===== src/rtl/demux_pkg.sv =====
// Shared types and the round-robin lane search used by the lane deserializer.
package demux_pkg;

  localparam int LANES = 4;

  typedef logic [1:0] lane_t;

  typedef struct packed {
    logic  valid;
    lane_t lane;
  } pick_t;

  // Walk from the farthest offset down to rr itself so the nearest full lane wins.
  function automatic pick_t rr_next_lane(input lane_t rr, input logic [LANES-1:0] full);
    pick_t p;
    lane_t idx;
    p = '0;
    for (int i = LANES - 1; i >= 0; i--) begin
      idx = rr + lane_t'(i);
      if (full[idx]) begin
        p.valid = 1'b1;
        p.lane  = idx;
      end
    end
    return p;
  endfunction

endpackage


===== src/rtl/demux_lane_acc.sv =====
// One lane: MSB-first shift register, bit counter, holding register and overflow detect.
module demux_lane_acc #(
  parameter int WIDTH = 8
) (
  input  logic             clk,
  input  logic             rst_n,
  input  logic             cap_en,
  input  logic             bit_in,
  input  logic             pop,
  output logic [WIDTH-1:0] word,
  output logic             full,
  output logic             ovf_pulse
);

  localparam int CW = (WIDTH > 2) ? $clog2(WIDTH) : 1;

  // Only WIDTH-1 bits need storing; the WIDTH-th arrives with the completing strobe.
  logic [WIDTH-2:0] shift_q, shift_d;
  logic [CW-1:0]    cnt_q, cnt_d;
  logic [WIDTH-1:0] hold_q, hold_d;
  logic             full_q, full_d;
  logic [WIDTH-1:0] assembled;

  // NOTE: every always_comb output gets a default first so no path leaves it unassigned (no latch).
  always_comb begin
    shift_d   = shift_q;
    cnt_d     = cnt_q;
    hold_d    = hold_q;
    full_d    = full_q & ~pop;
    ovf_pulse = 1'b0;
    assembled = {shift_q, bit_in};
    if (cap_en) begin
      shift_d = assembled[WIDTH-2:0];
      if (cnt_q == CW'(WIDTH - 1)) begin
        cnt_d = '0;
        if (full_q && !pop) begin
          ovf_pulse = 1'b1;
        end else begin
          hold_d = assembled;
          full_d = 1'b1;
        end
      end else begin
        cnt_d = cnt_q + 1'b1;
      end
    end
  end

  // NOTE: the hold register is reset too, so a word discarded by reset can never reappear.
  // NOTE: state updates use non-blocking assignments so all flops sample pre-edge values.
  always_ff @(posedge clk or negedge rst_n) begin
    if (!rst_n) begin
      shift_q <= '0;
      cnt_q   <= '0;
      hold_q  <= '0;
      full_q  <= 1'b0;
    end else begin
      shift_q <= shift_d;
      cnt_q   <= cnt_d;
      hold_q  <= hold_d;
      full_q  <= full_d;
    end
  end

  assign word = hold_q;
  assign full = full_q;

endmodule


===== src/rtl/demux_lane_deser.sv =====
// Four-lane deserializer behind a 1:4 demux with a round-robin valid/ready output.
module demux_lane_deser
  import demux_pkg::*;
#(
  parameter int WIDTH = 8
) (
  input  logic             clk,
  input  logic             rst_n,
  input  logic             bit_valid,
  input  logic [1:0]       S,
  input  logic             Y0,
  input  logic             Y1,
  input  logic             Y2,
  input  logic             Y3,
  output logic             out_valid,
  input  logic             out_ready,
  output logic [1:0]       out_lane,
  output logic [WIDTH-1:0] out_data,
  output logic [3:0]       overflow,
  output logic             sel_err,
  input  logic             clear_flags
);

  logic [LANES-1:0] y_vec;
  logic             bit_sel;
  logic             sel_bad;
  logic [LANES-1:0] cap_en, pop, full, ovf_pulse;
  logic [WIDTH-1:0] word [LANES];
  logic             xfer;
  pick_t            pick;

  lane_t            rr_q, rr_d;
  logic [LANES-1:0] ovf_q, ovf_d;
  logic             sel_err_q, sel_err_d;

  assign y_vec   = {Y3, Y2, Y1, Y0};
  assign bit_sel = y_vec[S];
  assign sel_bad = bit_valid && |(y_vec & ~(4'b0001 << S));

  for (genvar g = 0; g < LANES; g++) begin : g_lane
    demux_lane_acc #(.WIDTH(WIDTH)) u_acc (
      .clk       (clk),
      .rst_n     (rst_n),
      .cap_en    (cap_en[g]),
      .bit_in    (bit_sel),
      .pop       (pop[g]),
      .word      (word[g]),
      .full      (full[g]),
      .ovf_pulse (ovf_pulse[g])
    );
  end

  // Output side depends only on registered full/hold/rr, never on out_ready.
  always_comb begin
    pick      = rr_next_lane(rr_q, full);
    out_valid = pick.valid;
    out_lane  = pick.lane;
    out_data  = pick.valid ? word[pick.lane] : '0;
    xfer      = pick.valid & out_ready;
    for (int i = 0; i < LANES; i++) begin
      cap_en[i] = bit_valid && (S == lane_t'(i));
      pop[i]    = xfer && (pick.lane == lane_t'(i));
    end
    rr_d      = xfer ? pick.lane + 2'd1 : rr_q;
    // A set in the same cycle as clear_flags wins.
    ovf_d     = (clear_flags ? '0 : ovf_q) | ovf_pulse;
    sel_err_d = (clear_flags ? 1'b0 : sel_err_q) | sel_bad;
  end

  always_ff @(posedge clk or negedge rst_n) begin
    if (!rst_n) begin
      rr_q      <= '0;
      ovf_q     <= '0;
      sel_err_q <= 1'b0;
    end else begin
      rr_q      <= rr_d;
      ovf_q     <= ovf_d;
      sel_err_q <= sel_err_d;
    end
  end

  assign overflow = ovf_q;
  assign sel_err  = sel_err_q;

endmodule


===== config.mk =====
export PLATFORM = sky130hd
export DESIGN_NAME = demux_lane_deser
export DESIGN_NICKNAME = d
export VERILOG_FILES = /design/src/rtl/demux_pkg.sv /design/src/rtl/demux_lane_acc.sv /design/src/rtl/demux_lane_deser.sv
export SDC_FILE = /design/constraint.sdc
export NUM_CORES = 1
export LEC_CHECK = 0
export ABC_AREA = 1
export BUFFER_PORTS_ARGS = -buffer_cell sky130_fd_sc_hd__buf_2
export CAP_MARGIN = 20
export CORE_MARGIN = 4
export CORE_UTILIZATION = 30
export DETAILED_ROUTE_END_ITERATION = 10
export GPL_TIMING_DRIVEN = 1
export PLACE_DENSITY = 0.52
export SYNTH_ARGS = -nofsm -noshare
export SYNTH_HDL_FRONTEND = slang
export SYNTH_SLANG_ARGS = --single-unit
export TNS_END_PERCENT = 1

===== constraint.sdc =====
create_clock -name clk -period 1.62 [get_ports clk]
set_input_delay 0.081 -clock clk [delete_from_list [all_inputs] [get_ports clk]]
set_output_delay 0.081 -clock clk [all_outputs]
set_load 0.02 [all_outputs]

==> key figures <==
Setup path
  • Buffers & Inverters on Critical Path: 4
  • Crit path capture type: output port
  • Crit path DAT: 2.18 ns
  • Crit-path max FO: 8
  • WP data required: 1.54 ns
  • Family with the most delay on the worst path: simple AND/OR/NAND/NOR gates
  • CP Class: reg2out
  • CP cell instances: buf_6 -> nand2_4 -> nand3_2 -> nand2_2 -> inv_1 -> nand2_2 -> nand2_2 -> nand2_4 -> nand2_8 -> buf_6 -> nand2_2 -> nand3_2 -> a21oi_4 -> buf_6
  • CP peak stage delay: 0.47 ns
  • Worst path slowest cell: dfrtp_2
  • Crit start category: flop
  • Most used cell along the critical path: nand2_2

Logic synthesis
  • #FFs+latches synth: 83
  • Register area share after synthesis: 50.1%
  • Avg Cell Area, Syn: 8.15 um2
  • Post-Syn Area: roughly 0.0041 mm2
  • Synth Instances: 509
  • Syn. warnings: 0
  • Syn Nets: 528
  • Synth unique cells: 31

Outcome
  • Outcome: complete, but fails checks
  • Failing checks: setup timing

Timing
  • RSZ-0062 raised after global routing: true
  • Rel. slew slack: 63.0%
  • Final min period: between 2 and 2.5 ns
  • Least-Margin Pin Slew: 0.555 ns
  • Fmax: 0.442 GHz
  • Hold WS: ~0.089 ns
  • Slew Viols, Final: 0
  • Clock skew: ~0.014 ns
  • Setup WS post-layout: -0.644 ns
  • Final setup viols: 53
  • Tcrit/Tclk final: 140%
  • Setup TNS: -20.70 ns
  • Final hold violations: 0

Routing
  • Routed wire length: 9950 um
  • Average wire per standard cell: 12.9 um
  • Drt drc: 0
  • Via count: ~3400
  • Vias/cell: roughly 4.5
  • Initial DRC Count: 225
  • DRT Pass-1 Iters: 4
  • ANT nets after route: 0

Global routing
  • Global Route met3 Usage: 3.11%
  • Largest net degree at the start of global routing: 41
  • Number of global-route vias before repair: 3470
  • Gr ovfl total: 0
  • Initial antenna violation count: 0
  • M2 GR Usage: 19.4%
  • Gr usage total: 13.6%
  • GRT busiest layer: met1
  • First-pass GRT wire length: 17500 um
  • GR Layer Usage met1: 20.0%

Place
  • Place WS: -0.479 ns
  • Final HPWL DP: 7090 um
  • Port buffer count: 26
  • GPL Wtd Cong: 0.784

Worst hold path
  • Min-Delay Path Class: in2reg

Pwr
  • Pwr dens: 2270 mW/mm2
  • Leakage power: 0.00278 uW
  • Maximum vdd drop: 1.03 mV

Clock tree
  • Skew-Pair Late Insertion Delay: 0.34 ns
  • Worst-path clk slew: 0.06 ns
  • CTS root buf: clkbuf_16
  • CTS tree: built
  • Max clock buf depth: 2
  • CTS buffer count: 9
  • Clk sinks: 83
  • H-tree depth: 3

Flow run
  • Maxcap violations: 0

Floorplan
  • Io pins: 27
  • Die Y-Extent: 126 um
  • Core region area: 0.0134 mm2
  • Die area: 0.0158 mm2
  • Die X: 126 um
  • Starting Density: 30.9%
  • Row Count: 42

Final layout
  • # diodes: 0
  • Area delta synth->final: 33.6%
  • Share of post-route cells with drive strength above 1: 28.5%
  • Final core utilization: 41.3%
  • NumNets Final: 608
==> worst register-to-register path: stages, from the launching register on <==
cell and delay [ns]:
dfrtp_2 0.47, buf_6 0.16, nand2_1 0.10, o21ai_4 0.09
nor2_4 0.12, inv_2 0.06, nand2_2 0.07, nand2_4 0.08
nand2_8 0.13, buf_6 0.13, buf_4 0.12, nand3_4 0.09
nand2_8 0.11, nand2_4 0.08, nand2_1 0.07, nand2_1 0.04
==> layout make-up <==
type | count | area, um2
clock buffer | 12 | 246
multi-input combinational | 371 | 2100
fill | 1350 | 7860
clock inverter | 4 | 50.0
inverter | 42 | 168
timing repair inverter | 1 | 6.26
sequential | 83 | 2080
timing repair buffer | 81 | 671
tap | 176 | 220
==> registers in the layout, indices dropped and copies added (netlist names) <==
name	flops
sel_err	1
g_lane.u_acc.shift_q	28
g_lane.u_acc.word	32
rr_q	2
g_lane.u_acc.full	4
g_lane.u_acc.cnt_q	12
overflow	4
==> cell families after synthesis <==
group	synth area share [%]
and+or+nand+nor	35.4
DFF	50.1
buffers and inverters	6.10
AOI/OAI and AO/OA	5.97
adders and majority gates	2.41
==> cell usage after synthesis (all sizes together) <==
library cell  instances  share of area, %
o21a                  4              0.72
a21oi                 9               1.4
o21ai                27               3.3
nor2                 10               1.4
nand2               241                24
clkbuf                8              0.72
nand3                55               7.3
dfrtp                83                50
a21boi                1              0.27
buf                   6               1.4
and2                  1              0.21
nand4                 4               1.3
inv                  42               3.9
nand3b                8               1.4
o211ai                1              0.18
nor3                  1              0.12
ha                    8               2.4
==> report_power, final <==
group | total (uW) | switching [uW] | internal (uW)
clock network | 2060 | 828 | 1240
logic | 7460 | 4210 | 3250
registers | 3030 | 416 | 2620
==> placed cells by master, fill, tap and decap left out, drive strengths merged, types with 2 or more instances in the layout <==
cell type and count:
inv 43, buf 79, nand4 4, ha 8, dlygate4sd3 2, o21a 4, dfrtp 83, clkinvlp 2
nor2 10, o21ai 27, nand3b 8, nand3 55, clkbuf 12, nand2 242, a21oi 9
==> repair_timing <==
action / in CTS / in global routing
endpoints found under the setup margin: 53 / 53
buffers inserted: 9 / 1
gates cloned: 3 / 0
hold buffers: 2 / 0
pin swaps: 21 / 1
endpoints found under the hold margin: 45 / 0
resized for setup: 72 / 8
==> per-stage QoR <==
step	cells	power, uW	area (um2)
CTS	769	12500	5510
global route	770	13400	5540
floorplan	509	6950	4230
detailed placement	739	8770	4850
finish	770	12600	5540
global placement	739	8690	4850
==> per-layer routing <==
| metal | vias to the layer above | part of all wire (%) |
|---|---|---|
| li1 | 1783 | - |
| met1 | 1593 | 51 |
| met2 | 68 | 45 |
| met3 | 4 | 4.0 |
| met4 | 0 | 0.90 |
| met5 | - | 0 |
==> path summary, 6_finish.rpt <==
path	slack (ns)	end	startpoint	cells past startpoint
worst max register to register	-0.41	g_lane[0].u_acc.word[1]	rr_q[0]	15
worst max-delay path	-0.64	out_data[7]	rr_q[0]	14
max in group asynchronous	0.85	g_lane[3].u_acc.word[7]	rst_n	3
min in group asynchronous	0.19	sel_err	rst_n	2
worst min register to register	0.47	g_lane[3].u_acc.word[5]	g_lane[3].u_acc.word[5]	2
worst min-delay path	0.09	sel_err	Y0	5
No activity file was read; power rests on OpenSTA's default activity.
